<file path="src/rtl/flt_rom_seq_pkg.sv">
// Shared types and sizing helpers for the ROM stimulus sequencer.
package flt_rom_seq_pkg;

  localparam int ROM_LAT_MIN = 1;
  localparam int ROM_LAT_MAX = 4;

  typedef enum logic [1:0] {S_IDLE, S_RUN, S_DRAIN, S_DONE} seq_state_t;

  // Two spare slots beyond the read latency let a full-rate stream run without bubbles.
  function automatic int fifo_depth(input int rom_lat);
    return rom_lat + 2;
  endfunction

endpackage

</file>
<file path="src/rtl/flt_rom_seq_fifo.sv">
// Output FIFO for the sequencer: a head register that drives the stream port directly,
// backed by a small circular buffer. Total capacity is FD entries.
module flt_rom_seq_fifo #(
  parameter int W  = 38,
  parameter int FD = 3,
  parameter int CW = $clog2(FD + 1)
) (
  input  logic          clk,
  input  logic          rst_n,
  input  logic          push,
  input  logic [W-1:0]  push_data,
  input  logic          rd_ready,
  output logic          out_vld,
  output logic [W-1:0]  out_data,
  output logic [CW-1:0] count
);

  localparam int BD = FD - 1;
  localparam int PW = (BD > 1) ? $clog2(BD) : 1;

  logic [W-1:0]  mem [BD];
  logic [PW-1:0] wr_ptr, rd_ptr;
  logic [CW-1:0] buf_cnt;
  logic          pop, out_free, buf_empty, ld_buf, ld_push, buf_wr;

  function automatic logic [PW-1:0] ptr_inc(input logic [PW-1:0] p);
    return (p == PW'(BD - 1)) ? '0 : p + 1'b1;
  endfunction

  assign pop       = out_vld & rd_ready;
  assign out_free  = !out_vld | pop;
  assign buf_empty = (buf_cnt == '0);
  // Buffer has priority over a fresh push so ordering is preserved.
  assign ld_buf    = out_free & !buf_empty;
  assign ld_push   = out_free & buf_empty & push;
  assign buf_wr    = push & !ld_push;
  assign count     = buf_cnt + CW'(out_vld);

  always_ff @(posedge clk) begin
    if (!rst_n) begin
      out_vld  <= 1'b0;
      out_data <= '0;
      wr_ptr   <= '0;
      rd_ptr   <= '0;
      buf_cnt  <= '0;
    end else begin
      if (ld_buf) begin
        out_data <= mem[rd_ptr];
        rd_ptr   <= ptr_inc(rd_ptr);
      end else if (ld_push) begin
        out_data <= push_data;
      end
      if (out_free) out_vld <= !buf_empty | push;
      if (buf_wr) wr_ptr <= ptr_inc(wr_ptr);
      buf_cnt <= buf_cnt + CW'(buf_wr) - CW'(ld_buf);
    end
  end

  always_ff @(posedge clk) begin
    if (buf_wr) mem[wr_ptr] <= push_data;
  end

endmodule

</file>
<file path="src/rtl/flt_rom_stim_sequencer.sv">
// Sweeps a test-vector ROM and streams the words out with valid/ready backpressure.
// Optional FLT_ROM_SEQ_STALL_CNT_EN adds a saturating stall_cnt output.
module flt_rom_stim_sequencer
  import flt_rom_seq_pkg::*;
#(
  parameter int ADDR_W  = 5,
  parameter int DEPTH   = 32,
  parameter int DATA_W  = 32,
  parameter int ROM_LAT = 1,
  parameter int LOOP_W  = 8
) (
  input  logic              clk,
  input  logic              rst_n,
  input  logic              start,
  input  logic              mode_cont,
  input  logic [LOOP_W-1:0] loop_num,
  input  logic              abort,
  output logic              rom_en,
  output logic [ADDR_W-1:0] rom_addr,
  input  logic [DATA_W-1:0] rom_dout,
  output logic              m_tvalid,
  input  logic              m_tready,
  output logic [DATA_W-1:0] m_tdata,
  output logic [ADDR_W-1:0] m_tuser,
  output logic              m_tlast,
  output logic              busy,
  output logic              done,
  output logic [LOOP_W-1:0] loop_cnt
`ifdef FLT_ROM_SEQ_STALL_CNT_EN
  ,output logic [15:0]      stall_cnt
`endif
);

  localparam int LAT = (ROM_LAT < ROM_LAT_MIN) ? ROM_LAT_MIN :
                       (ROM_LAT > ROM_LAT_MAX) ? ROM_LAT_MAX : ROM_LAT;
  localparam int FD  = fifo_depth(LAT);
  localparam int CW  = $clog2(FD + 1);
  localparam int W   = 1 + ADDR_W + DATA_W;
  localparam logic [ADDR_W-1:0] LAST_ADDR = ADDR_W'(DEPTH - 1);

  seq_state_t               state;
  logic [ADDR_W-1:0]        addr_cnt, addr_nxt;
  logic                     mode_cont_q;
  logic [LOOP_W-1:0]        loop_num_q;
  logic [LAT:1]             vld_sr;
  logic [LAT:1][ADDR_W-1:0] addr_sr;
  logic [LAT:0]             vld_pipe;
  logic [LAT:0][ADDR_W-1:0] addr_pipe;
  logic                     push, credit, final_rd;
  logic [W-1:0]             push_data, out_word;
  logic [CW-1:0]            fifo_cnt;
  logic [7:0]               occ;

  // Stage 0 is the read being presented to the ROM this cycle.
  assign vld_pipe  = {vld_sr, rom_en};
  assign addr_pipe = {addr_sr, rom_addr};
  assign push      = vld_pipe[LAT];
  assign push_data = {addr_pipe[LAT] == LAST_ADDR, addr_pipe[LAT], rom_dout};
  assign addr_nxt  = (addr_cnt == LAST_ADDR) ? '0 : addr_cnt + 1'b1;
  assign final_rd  = !mode_cont_q && (addr_cnt == LAST_ADDR) && (loop_cnt == loop_num_q);

  // rom_en is registered, so credit is judged against next cycle's occupancy.
  always_comb begin
    occ = 8'(fifo_cnt);
    for (int i = 0; i <= LAT; i++) occ = occ + 8'(vld_pipe[i]);
    credit = (occ - 8'(m_tvalid & m_tready)) < 8'(FD);
  end

  always_ff @(posedge clk) begin
    if (!rst_n) begin
      state       <= S_IDLE;
      rom_en      <= 1'b0;
      rom_addr    <= '0;
      addr_cnt    <= '0;
      vld_sr      <= '0;
      addr_sr     <= '0;
      mode_cont_q <= 1'b0;
      loop_num_q  <= '0;
      loop_cnt    <= '0;
      busy        <= 1'b0;
      done        <= 1'b0;
    end else begin
      vld_sr  <= vld_pipe[LAT-1:0];
      addr_sr <= addr_pipe[LAT-1:0];
      rom_en  <= 1'b0;
      case (state)
        S_IDLE: if (start && !abort) begin
          state       <= S_RUN;
          busy        <= 1'b1;
          mode_cont_q <= mode_cont;
          loop_num_q  <= loop_num;
          loop_cnt    <= '0;
          rom_en      <= 1'b1;
          rom_addr    <= '0;
          addr_cnt    <= ADDR_W'(1);
        end
        S_RUN: if (abort) begin
          state <= S_DRAIN;
        end else if (credit) begin
          rom_en   <= 1'b1;
          rom_addr <= addr_cnt;
          addr_cnt <= addr_nxt;
          if (addr_cnt == LAST_ADDR) loop_cnt <= loop_cnt + 1'b1;
          if (final_rd) state <= S_DRAIN;
        end
        S_DRAIN: if (fifo_cnt == '0 && !(|vld_pipe)) begin
          state <= S_DONE;
          done  <= 1'b1;
        end
        S_DONE: begin
          state <= S_IDLE;
          done  <= 1'b0;
          busy  <= 1'b0;
        end
        default: state <= S_IDLE;
      endcase
    end
  end

  flt_rom_seq_fifo #(.W(W), .FD(FD), .CW(CW)) u_fifo (
    .clk       (clk),
    .rst_n     (rst_n),
    .push      (push),
    .push_data (push_data),
    .rd_ready  (m_tready),
    .out_vld   (m_tvalid),
    .out_data  (out_word),
    .count     (fifo_cnt)
  );

  assign {m_tlast, m_tuser, m_tdata} = out_word;

`ifdef FLT_ROM_SEQ_STALL_CNT_EN
  always_ff @(posedge clk) begin
    if (!rst_n)
      stall_cnt <= '0;
    else if (state == S_IDLE && start && !abort)
      stall_cnt <= '0;
    else if (m_tvalid && !m_tready && stall_cnt != 16'hFFFF)
      stall_cnt <= stall_cnt + 1'b1;
  end
`else
  // No stall accounting in this build.
`endif

endmodule
</file>
<file path="config.mk">
export PLATFORM = sky130hd
export DESIGN_NAME = flt_rom_stim_sequencer
export DESIGN_NICKNAME = d
export VERILOG_FILES = /design/src/rtl/flt_rom_seq_pkg.sv /design/src/rtl/flt_rom_seq_fifo.sv /design/src/rtl/flt_rom_stim_sequencer.sv
export SDC_FILE = /design/constraint.sdc
export NUM_CORES = 1
export LEC_CHECK = 0
export BUFFER_PORTS_ARGS = -buffer_cell sky130_fd_sc_hd__buf_2
export CORE_MARGIN = 1
export CORE_UTILIZATION = 53
export CTS_BUF_LIST = sky130_fd_sc_hd__clkbuf_4
export DETAILED_ROUTE_END_ITERATION = 10
export PLACE_DENSITY = 0.78
export RECOVER_POWER = 50
export SKIP_LAST_GASP = 1
export SYNTH_ARGS = -nofsm -noshare
export SYNTH_HDL_FRONTEND = slang
export SYNTH_SLANG_ARGS = --single-unit
</file>
<file path="constraint.sdc">
create_clock -name clk -period 2.9 [get_ports clk]
set_input_delay 0.29 -clock clk [delete_from_list [all_inputs] [get_ports clk]]
set_output_delay 0.29 -clock clk [all_outputs]
set_load 0.05 [all_outputs]
</file>
# After elaboration in Yosys (flattened, before gate mapping)
# Memories as Yosys holds them, arrays and structs flattened. A register that Yosys moved wholly into a read port is not among the register bits.
# Cells that the tools add are included.
# op_classes
n_mux,36
bitwise_logic,8
magnitude_cmp,1
n_reduce_logical,24
add_sub_neg,10
n_eq_ne,13
# ops
operator,count
$mux 38,2
$mux 5,7
$mux 8,4
$pmux 5 s2,2
$pmux 8 s2,1
$mux 1,11
$eq 5x5->1 const B,2
$mux 2,5
$ne 2x2->1 const B,5
$add 8x1->8 const B,1
$eq 8x8->1,1
$lt 8x2->1 const B,1
$pmux 2 s4,1
$reduce_and 4->1,2
$reduce_bool 2->1,4
$and 1x1->1,6
$logic_not 1->1,6
$logic_not 2->1,3
$ne 3x3->1 const B,2
$pmux 1 s2,3
$reduce_and 2->1,3
$add 5x1->5 const B,1
$reduce_and 5->1,1
$sub 4x1->5,1
other kinds (10),17
# totals
mem_bits_rw,76
register_bits,81
out_inout_bits,55
memories,1
# mem_list
name,depth,word_bits,rd,rd_ports_with_merged_regs,write_ports,line,text
u_fifo.mem,2,38,1,1,1,flt_rom_seq_fifo.sv:21,logic [W-1:0] mem [BD];

# Longest topological paths before layout
# Gate-level depths: netlist (run 1).
# depth
depth_word,8
depth_mapped,11
depth_no_buf,10

# By module
# A second synthesis (run 1) with hierarchy kept.
# hier_totals
hier_cells,592
hier_area_um2,6713.9
# modules_own_cells
mod,area_each_um2,cells_per_inst,seq_area_each_um2,instances
flt_rom_seq_fifo,4742.0,370,3163.0,1
flt_rom_stim_sequencer,1971.9,222,760.7,1

# Least setup slack after synthesis (run 1)
# Ideal clock, no wire load.
# synth_timing
path_type,flip-flop to flip-flop
from,register u_fifo.out_vld
to,register loop_cnt[7]
stages_incl_launch_ff,11
setup_slack_ps,-507
n_path_buf,0
period_less_slack_ps,3407
arrival_ps,3334
setup_ps,73
path_cell_list,dfxtp_1 > and2_1 > ha_1 > fa_1 > fa_1 > ha_1 > nand2b_1 > a2111oi_4 > o2111ai_2 > or4_1 > a21oi_1
# synth_via
elab_chain_len,7
word_cells_on_any_way,8
cone_classes,4 x add/sub; 1 x order compare; 1 x eq/ne; 1 x bitwise; 1 x reduce/logical
# synth_lines
item,line,text
from (decl),flt_rom_seq_fifo.sv:13,"output logic out_vld,"
from (signal assigned),flt_rom_seq_fifo.sv:53,if (out_free) out_vld <= !buf_empty | push;
$add 2x1->2,flt_rom_seq_fifo.sv:37,assign count = buf_cnt + CW'(out_vld);
$add 2x1->3,flt_rom_stim_sequencer.sv:65,for (int i = 0; i <= LAT; i++) occ = occ + 8'(vld_pipe[i]);
$add 3x1->4,flt_rom_stim_sequencer.sv:65,
$sub 4x1->5 (*),flt_rom_stim_sequencer.sv:66,credit = (occ - 8'(m_tvalid & m_tready)) < 8'(FD);
$lt 8x2->1 (*),flt_rom_stim_sequencer.sv:66,
$ne 2x2->1 (no source line) (*),--,
$reduce_and 5->1 (no source line) (*),--,
to (signal assigned),flt_rom_stim_sequencer.sv:103,if (addr_cnt == LAST_ADDR) loop_cnt <= loop_cnt + 1'b1;
to (decl),flt_rom_stim_sequencer.sv:28,output logic [LOOP_W-1:0] loop_cnt
# Every way passes the cells marked *; elsewhere a longest branch is shown, timed or not.
# A chain may end at the register's enable or synchronous reset.

# Final worst setup path (run 1)
# layout_timing
from,register u_fifo.out_vld
to,register loop_cnt[5]
# Same word-level chain as after synthesis.

==> metrics.yaml, run 1 <==
run_status: "finished with violations"
violations: "setup timing"
grt_pass1_vias: 4805
floorplan.initialDensity_pct: 54.7
clock_insertion_delay_worst_skew_ns: 0.54
setup_violations: 12
primary_flip_flop_cell_chosen_by_synthesis_mapping: "sky130_fd_sc_hd__dfxtp_1"
slew_violations: 0
critPathMaxStageDelay_ns: 0.55
crit_arrival_ns: 3.49
post-synth-top-area-fraction_pct: 34.6
most_frequent_cells_in_the_layout: "sky130_fd_sc_hd__nand2_1, sky130_fd_sc_hd__dfxtp_1, sky130_fd_sc_hd__edfxtp_1"
max_slew.worst_pin.slew_ns: 1.03
final_min_period_over_clock_period_pct: 104
floorplan.die.height_um: 114
final_nets: 776
timing.critical_path.mode_cell: "sky130_fd_sc_hd__fa_2"
synth_top_cell_by_area: "sky130_fd_sc_hd__edfxtp_1"
drt_drc_violations_left: 0
cts_buffers: 17
grt_overflow: 0
vdd_drop_max_mv: 0.547
post_route_cells_drive_above_1_share_pct: 20.9
syn-num-nets: 625
area_delta_synth_final_pct: 24.2
async_reset_ff_share_pct: 0
layout.cells.most_common: "sky130_fd_sc_hd__nand2_1"
edff_count_synth: 76
synthesis.instances: 563
route.vias.total: 4794
h-tree-depth: 4
routed_wirelength_mm: 14.1
dr.first_iter.drc_count: 261
synthesis.area_sq_um: 6600
critical_path_peak_fanout: 4
floorplan.die_area_sq_um: 12900
final_core_util_pct: 68.0
design.portCount: 101
holdCritPathClass: "input pin to flip-flop"
drtPass1Iterations: 4
syn_area_per_cell_sq_um: 11.7
yosysSeqAreaShare_pct: 59.5
cp_slowest_cell: "sky130_fd_sc_hd__fa_2"
synthDistinctLibCells: 42
detail-route-antenna-nets: 0
grt_first_pass_wirelength_mm: 22.5
rsz_0062_raised_after_global_routing: "true"
core_sq_um: 12100
power_leakage_uw: 0.00314
fin_ws_ns: -0.125
tritoncts_clock_tree: "built"
clkTransAtPathRegs_ns: 0.12
antenna_violations_before_repair: 1
worstSetupPathType: "flip-flop to flip-flop"
wire_per_inst_um: 15.7
synth_area_leaders: "sky130_fd_sc_hd__edfxtp_1, sky130_fd_sc_hd__dfxtp_1, sky130_fd_sc_hd__mux2i_1"
final.fill_count: 898
achievable-frequency_ghz: 0.331
place.detailed.hpwl_mm: 8.46
max-clock-path-buffers: 2
startpoint_type: "flip-flop"
die_x_um: 114
globalplace.congestion: 0.841
final_period_minus_worst_setup_slack_ns: 3.02
report.power.total_uw: 7530
fin_skew_ns: 0.0137
globalRouteTotalUtil_pct: 22.6
clockRootBuffer: "sky130_fd_sc_hd__clkbuf_4"
p_per_area_nw_per_um2: 918
ys_ff_latch: 158
drt-vias-per-instance: 5.35
hold_viol_final: 0
tritoncts_num_sinks: 158
cp-end-kind: "flip-flop"
sequence_of_cells_on_the_critical_path: "and2_4 -> ha_4 -> fa_2 -> fa_2 -> nor2_2 -> a2111oi_4 -> o2111ai_2 -> buf_4 -> or3_4 -> a21oi_2"
port-buffer-count: 100
synthesis.yosys.warnings: 0
timing.critical_path.required_ns: 3.36
drv_cap: 0
worst_slew_margin_rel_pct: 30.8
whs_ns: 0.142
grt_start_max_net_pins: 78
rows: 40
[stage by stage]
stage | setup WS (ns) | area [sq um] | TNS, ns | cells
floorplan | -0.127 | 6630 | -0.127 | 563
global placement | -0.0461 | 7390 | -0.164 | 815
detailed placement | -0.172 | 7390 | -0.810 | 815
CTS | -0.0725 | 8170 | -0.452 | 892
global route | -0.184 | 8200 | -1.62 | 896
finish | -0.125 | 8200 | -0.379 | 896
[synthesized netlist by cell type (all sizes together) (2+ instances only)]
cell / count
nand2b: 3
a21boi: 41
nand4: 2
nand2: 88
clkbuf: 19
ha: 14
mux2i: 54
or3: 5
dfxtp: 82
xor2: 11
edfxtp: 76
a41o: 3
and2: 16
nor2b: 19
nor2: 12
a211oi: 2
o21ai: 10
nand3: 7
or2: 2
xnor2: 4
a21oi: 8
buf: 13
o31ai: 3
o211ai: 39
fa: 2
inv: 14
nor3: 3
[flip-flops by register name, summed over array words and instances (netlist names), named ones only]
| register | cells |
|---|---|
| done | 1 |
| rom_addr | 5 |
| loop_cnt | 8 |
| loop_num_q | 8 |
| u_fifo.rd_ptr | 1 |
| addr_cnt | 5 |
| u_fifo.wr_ptr | 1 |
| state | 2 |
| u_fifo.mem | 76 |
| rom_en | 1 |
| u_fifo.out_vld | 1 |
| u_fifo.out_data | 38 |
| mode_cont_q | 1 |
| u_fifo.buf_cnt | 2 |
| addr_sr | 5 |
| busy | 1 |
| push | 1 |
[final timing paths]
check,startpoint,endpoint,slack [ns],depth (start not counted)
hold / removal,abort,rom_en,0.14,3
setup / recovery,u_fifo.out_vld,loop_cnt[5],-0.12,10
hold reg to reg,u_fifo.out_data[30],u_fifo.out_data[30],0.47,2
setup reg to reg,u_fifo.out_vld,loop_cnt[5],-0.12,10
[cell type report]
| type | instances | area [sq um] | area share (%) |
|---|---|---|---|
| diodes | 1 | 2.50 | 0.0305 |
| repair buffers | 164 | 1080 | 13.2 |
| multi-input cells | 359 | 2610 | 31.8 |
| clock inverters | 14 | 173 | 2.11 |
| inverters | 14 | 52.6 | 0.641 |
| clock buffers | 18 | 135 | 1.65 |
| flip-flops and latches | 158 | 3930 | 48.0 |
| well taps | 168 | 210 | 2.56 |
[worst max-delay path, delay by kind of cell (launching register included)]
family / cells / cell delay [ns]
adder cells (fa/ha/maj): 3 / 1.11
AND/OR/NAND/NOR: 3 / 0.53
buffers and inverters: 1 / 0.19
AO/OA/AOI/OAI: 3 / 0.75
flip-flops: 1 / 0.38
[power by group]
group	switching [uW]	total [uW]	internal [uW]
clock network	734	1410	680
logic	2180	3270	1090
registers	193	2840	2640
total	3110	7530	4410
[cell families (layout without fill, tap and decap cells)]
group | Yosys count | in the layout | synth area share, %
fa+ha+maj | 16 | 16 | 3.26
mux | 54 | 54 | 8.19
other cells | 0 | 1 | 0
buf+inv | 46 | 210 | 2.81
compound gates | 112 | 112 | 12.7
xor+xnor | 15 | 15 | 1.99
simple gates | 162 | 162 | 11.6
flops | 158 | 158 | 59.5
[repair_timing]
item,CTS,global route
buffers inserted,4,3
hold buffers,41,0
resized for setup,8,9
pin swaps,12,7
endpoints found under the setup margin,13,20
hold endpoints to repair,73,0
[layer usage]
| layer | wire length, um | vias to the layer above | global-route usage [%] |
|---|---|---|---|
| li1 | - | 2331 | - |
| met1 | 5860 | 2320 | 25.6 |
| met2 | 7370 | 121 | 41.0 |
| met3 | 562 | 22 | 4.78 |
| met4 | 278 | 0 | 10.0 |
| met5 | 0 | - | 0 |
No activity file was read; power rests on OpenSTA's default activity.
==> run 2, diff against run 1 <==
--- a/config.mk
+++ b/config.mk
@@ -15,4 +15,5 @@
 export SKIP_LAST_GASP = 1
 export SYNTH_ARGS = -nofsm -noshare
 export SYNTH_HDL_FRONTEND = slang
+export SYNTH_HIERARCHICAL = 1
 export SYNTH_SLANG_ARGS = --single-unit
==> metrics.yaml, run 2 <==
clkTransAtPathRegs_ns: 0.12  # about the same
synth_area_leaders: "sky130_fd_sc_hd__edfxtp_1, sky130_fd_sc_hd__dfxtp_1, sky130_fd_sc_hd__mux2i_1"  # unchanged
place.detailed.instances: 837  # was 815
clock_power_share_pct: 14.6  # was 18.8%
grt_first_pass_wirelength_mm: 23.6  # was 22.5 mm
area_delta_synth_final_pct: 19.7  # was 24.2%
tritoncts_clock_tree: "built"  # unchanged
wire_per_inst_um: 16.3  # was 15.7 um
ys_ff_latch: 158  # unchanged
yosysSeqAreaShare_pct: 58.4  # was 59.5%
max_slew.worst_pin.slew_ns: 1.60  # was 1.03 ns
layout.cells.most_common: "sky130_fd_sc_hd__nand2_1"  # unchanged
floorplan.initialDensity_pct: 55.2  # was 54.7%
achievable-frequency_ghz: 0.346  # was 0.331 GHz
synthDistinctLibCells: 53  # was 42
timing.critical_path.required_ns: 3.37  # was 3.36 ns
clockRootBuffer: "sky130_fd_sc_hd__clkbuf_4"  # unchanged
most_instantiated_library_cell_after_synthesis: "sky130_fd_sc_hd__nand2_1"  # unchanged
route.vias.total: 5075  # was 4794
rsz_0062_raised_after_global_routing: "true"  # unchanged
synthesis.instances: 592  # was 563
globalplace.congestion: 0.845  # was 0.841
most_frequent_cells_in_the_layout: "sky130_fd_sc_hd__nand2_1, sky130_fd_sc_hd__clkbuf_1, sky130_fd_sc_hd__dfxtp_1"  # was sky130_fd_sc_hd__nand2_1, sky130_fd_sc_hd__dfxtp_1, sky130_fd_sc_hd__edfxtp_1
final_core_util_pct: 66.1  # was 68.0%
cp_slowest_cell: "sky130_fd_sc_hd__a2111o_1"  # was sky130_fd_sc_hd__fa_2
critical-path-top-delay-family: "adder cells"  # unchanged
p_sw_share_pct: 44.4  # was 41.3%
critPathMaxStageDelay_ns: 0.47  # was 0.55 ns
clock_insertion_delay_worst_skew_ns: 0.54  # about the same
synth.cells.most_frequent: "sky130_fd_sc_hd__nand2_1, sky130_fd_sc_hd__dfxtp_1, sky130_fd_sc_hd__edfxtp_1, sky130_fd_sc_hd__mux2i_1, sky130_fd_sc_hd__nand3_1"  # was sky130_fd_sc_hd__nand2_1, sky130_fd_sc_hd__dfxtp_1, sky130_fd_sc_hd__edfxtp_1, sky130_fd_sc_hd__mux2i_1, sky130_fd_sc_hd__a21boi_0
wl_met1_mm: 6.15  # was 5.86 mm
synthesis.area_sq_um: 6710  # was 6600 sq um
antenna_violations_before_repair: 0  # was 1
drv_cap: 1  # was 0
startpoint_type: "flip-flop"  # unchanged
grt_start_max_net_pins: 43  # was 78
worst_slew_margin_rel_pct: -6.71  # was 30.8%
combPwrFrac_pct: 47.0  # was 43.5%
intPower_uw: 4340  # was 4410 uW
share_seq_of_total_power_pct: 38.4  # was 37.7%
grt_pass1_vias: 5033  # was 4805
violations: "capacitance limit, slew limit"  # was setup timing
max-clock-path-buffers: 2  # unchanged
drt-vias-per-instance: 5.57  # was 5.35
critical_path_peak_fanout: 6  # was 4
final_nets: 792  # was 776
run_status: "finished with violations"  # unchanged
largest-register: "u_fifo/mem"  # was u_fifo.mem
wl_met3_um: 846  # was 562 um
holdCritPathClass: "input pin to flip-flop"  # unchanged
globalRouteTotalUtil_pct: 23.6  # was 22.6%
crit_arrival_ns: 3.36  # was 3.49 ns
worstSetupPathType: "flip-flop to flip-flop"  # unchanged
h-tree-depth: 4  # unchanged
detail-route-antenna-nets: 0  # unchanged
async_reset_ff_share_pct: 0  # unchanged
rows: 40  # unchanged
design.portCount: 101  # unchanged
fin_skew_ns: 0.0170  # was 0.0137 ns
largest_register_ffs: 76  # unchanged
syn-num-nets: 654  # was 625
synth_top_cell_by_area: "sky130_fd_sc_hd__edfxtp_1"  # unchanged
floorplan.die.height_um: 115  # was 114 um
hold_viol_final: 0  # unchanged
drt_drc_violations_left: 0  # unchanged
dr.first_iter.drc_count: 332  # was 261
slew_violations: 40  # was 0
final_period_minus_worst_setup_slack_ns: 2.89  # was 3.02 ns
wire_length_on_met2_mm: 7.62  # was 7.37 mm
core_sq_um: 12200  # was 12100 sq um
floorplan.die_area_sq_um: 13100  # was 12900 sq um
port-buffer-count: 100  # unchanged
power_leakage_uw: 0.00297  # was 0.00314 uW
power.net_switching_uw: 3470  # was 3110 uW
die_x_um: 115  # was 114 um
primary_flip_flop_cell_chosen_by_synthesis_mapping: "sky130_fd_sc_hd__dfxtp_1"  # unchanged
syn_area_per_cell_sq_um: 11.3  # was 11.7 sq um
critPathBufInv: 2  # was 1
edff_count_synth: 76  # unchanged
cts_buffers: 17  # unchanged
synthesis.yosys.warnings: 6  # was 0
post-synth-top-area-fraction_pct: 34.0  # was 34.6%
grt_overflow: 0  # unchanged
final.fill_count: 959  # was 898
routed_wirelength_mm: 14.9  # was 14.1 mm
layout_top_registers: "u_fifo/mem: 76 flops, u_fifo/out_data: 38 flops"  # was u_fifo.mem: 76 flops, u_fifo.out_data: 38 flops
post_route_cells_drive_above_1_share_pct: 11.0  # was 20.9%
dpl_worst_slack_ns: -0.0842  # was -0.172 ns
final_min_period_over_clock_period_pct: 99.7  # was 104%
tritoncts_num_sinks: 158  # unchanged
whs_ns: 0.146  # was 0.142 ns
place.detailed.hpwl_mm: 9.32  # was 8.46 mm
p_per_area_nw_per_um2: 971  # was 918 nW/um^2
drtPass1Iterations: 5  # was 4
antenna-diode-count: 0  # was 1
maxUsedRoutingLayer: "met4"  # unchanged
setup_violations: 0  # was 12
cp-end-kind: "flip-flop"  # unchanged
layoutNonFillerInstCount: 911  # was 896
sequence_of_cells_on_the_critical_path: "and2_4 -> ha_4 -> fa_2 -> inv_2 -> fa_2 -> inv_2 -> ha_4 -> nand2b_4 -> a2111o_1 -> nand4b_1 -> nand4bb_1 -> o211ai_1"  # was and2_4 -> ha_4 -> fa_2 -> fa_2 -> nor2_2 -> a2111oi_4 -> o2111ai_2 -> buf_4 -> or3_4 -> a21oi_2
vdd_drop_max_mv: 0.465  # was 0.547 mV
fin_ws_ns: 0.0101  # was -0.125 ns
[run 2: cell count changes after synthesis, moves of 16 or more]
cell | previous run | this run
sky130_fd_sc_hd__nor2b_1 | 19 | 3
sky130_fd_sc_hd__nand3_1 | 7 | 49
sky130_fd_sc_hd__nor2_1 | 12 | 32
sky130_fd_sc_hd__a32o_1 | 0 | 38
sky130_fd_sc_hd__a21boi_0 | 40 | 2
sky130_fd_sc_hd__o211ai_1 | 39 | 1
[run 2: repair_timing]
action	CTS	global route
resized for setup	7	2
setup buffers	1	0
pin swaps	8	3
cloned	0	0
hold buffers	41	0
setup endpoints to repair	3	8
endpoints found under the hold margin	73	0
[run 2: worst paths after layout]
kind / from / to / slack, ns / depth (start not counted)
worst min-delay path: abort / rom_en / 0.15 / 4
worst max-delay path: u_fifo/out_vld / state[0] / 0.01 / 12
worst max register to register: u_fifo/out_vld / state[0] / 0.01 / 12
worst min register to register: rom_addr[0] / rom_addr[0] / 0.48 / 2
[run 2: final cells by class]
type	instances	area [sq um]	share of cell area, %
clock inverter	13	100	1.25
inverter	19	71.3	0.887
sequential	158	3930	48.9
timing repair buffer	156	973	12.1
multi-input combinational	378	2610	32.5
clock buffer	19	143	1.77
tap	168	210	2.62
[run 2: routing by layer]
metal	vias up	global-route usage, %
met3	31	5.98
met2	190	41.4
met1	2428	27.3
met4	0	10.0
li1	2426	-
met5	-	0
[run 2: power groups by stage]
| stage | clock (uW) | combinational (uW) | sequential (uW) |
|---|---|---|---|
| global placement | 0 | 3440 | 3010 |
| floorplan | 0 | 1900 | 3840 |
| global route | 1260 | 3940 | 3040 |
| finish | 1140 | 3670 | 3000 |
| CTS | 1170 | 3690 | 2990 |
| detailed placement | 0 | 3550 | 3040 |
[run 2: tightest hold or removal path: stages]
cell and delay, ns:
sky130_fd_sc_hd__buf_2 0.13, sky130_fd_sc_hd__nor2b_1 0.09, sky130_fd_sc_hd__nand2_1 0.08, sky130_fd_sc_hd__a21oi_1 0.05
[run 2: through the flow]
stage	TNS [ns]	power [uW]	instance area [sq um]
after floorplan	0	5740	6740
after global placement	0	6450	7450
after detailed placement	-0.185	6590	7450
after CTS	-0.0286	7860	8150
after global routing	-0.248	8240	8040
final	0	7810	8040
[run 2: logic make-up (layout without fill, tap and decap cells)]
family | after synthesis | count (layout) | share of synthesized area, %
compound gates | 79 | 79 | 9.95
xor+xnor | 16 | 16 | 2.09
fa+ha+maj | 16 | 16 | 3.21
buf+inv | 56 | 207 | 3.84
flops | 158 | 158 | 58.4
mux | 51 | 51 | 7.64
simple gates | 216 | 216 | 14.8
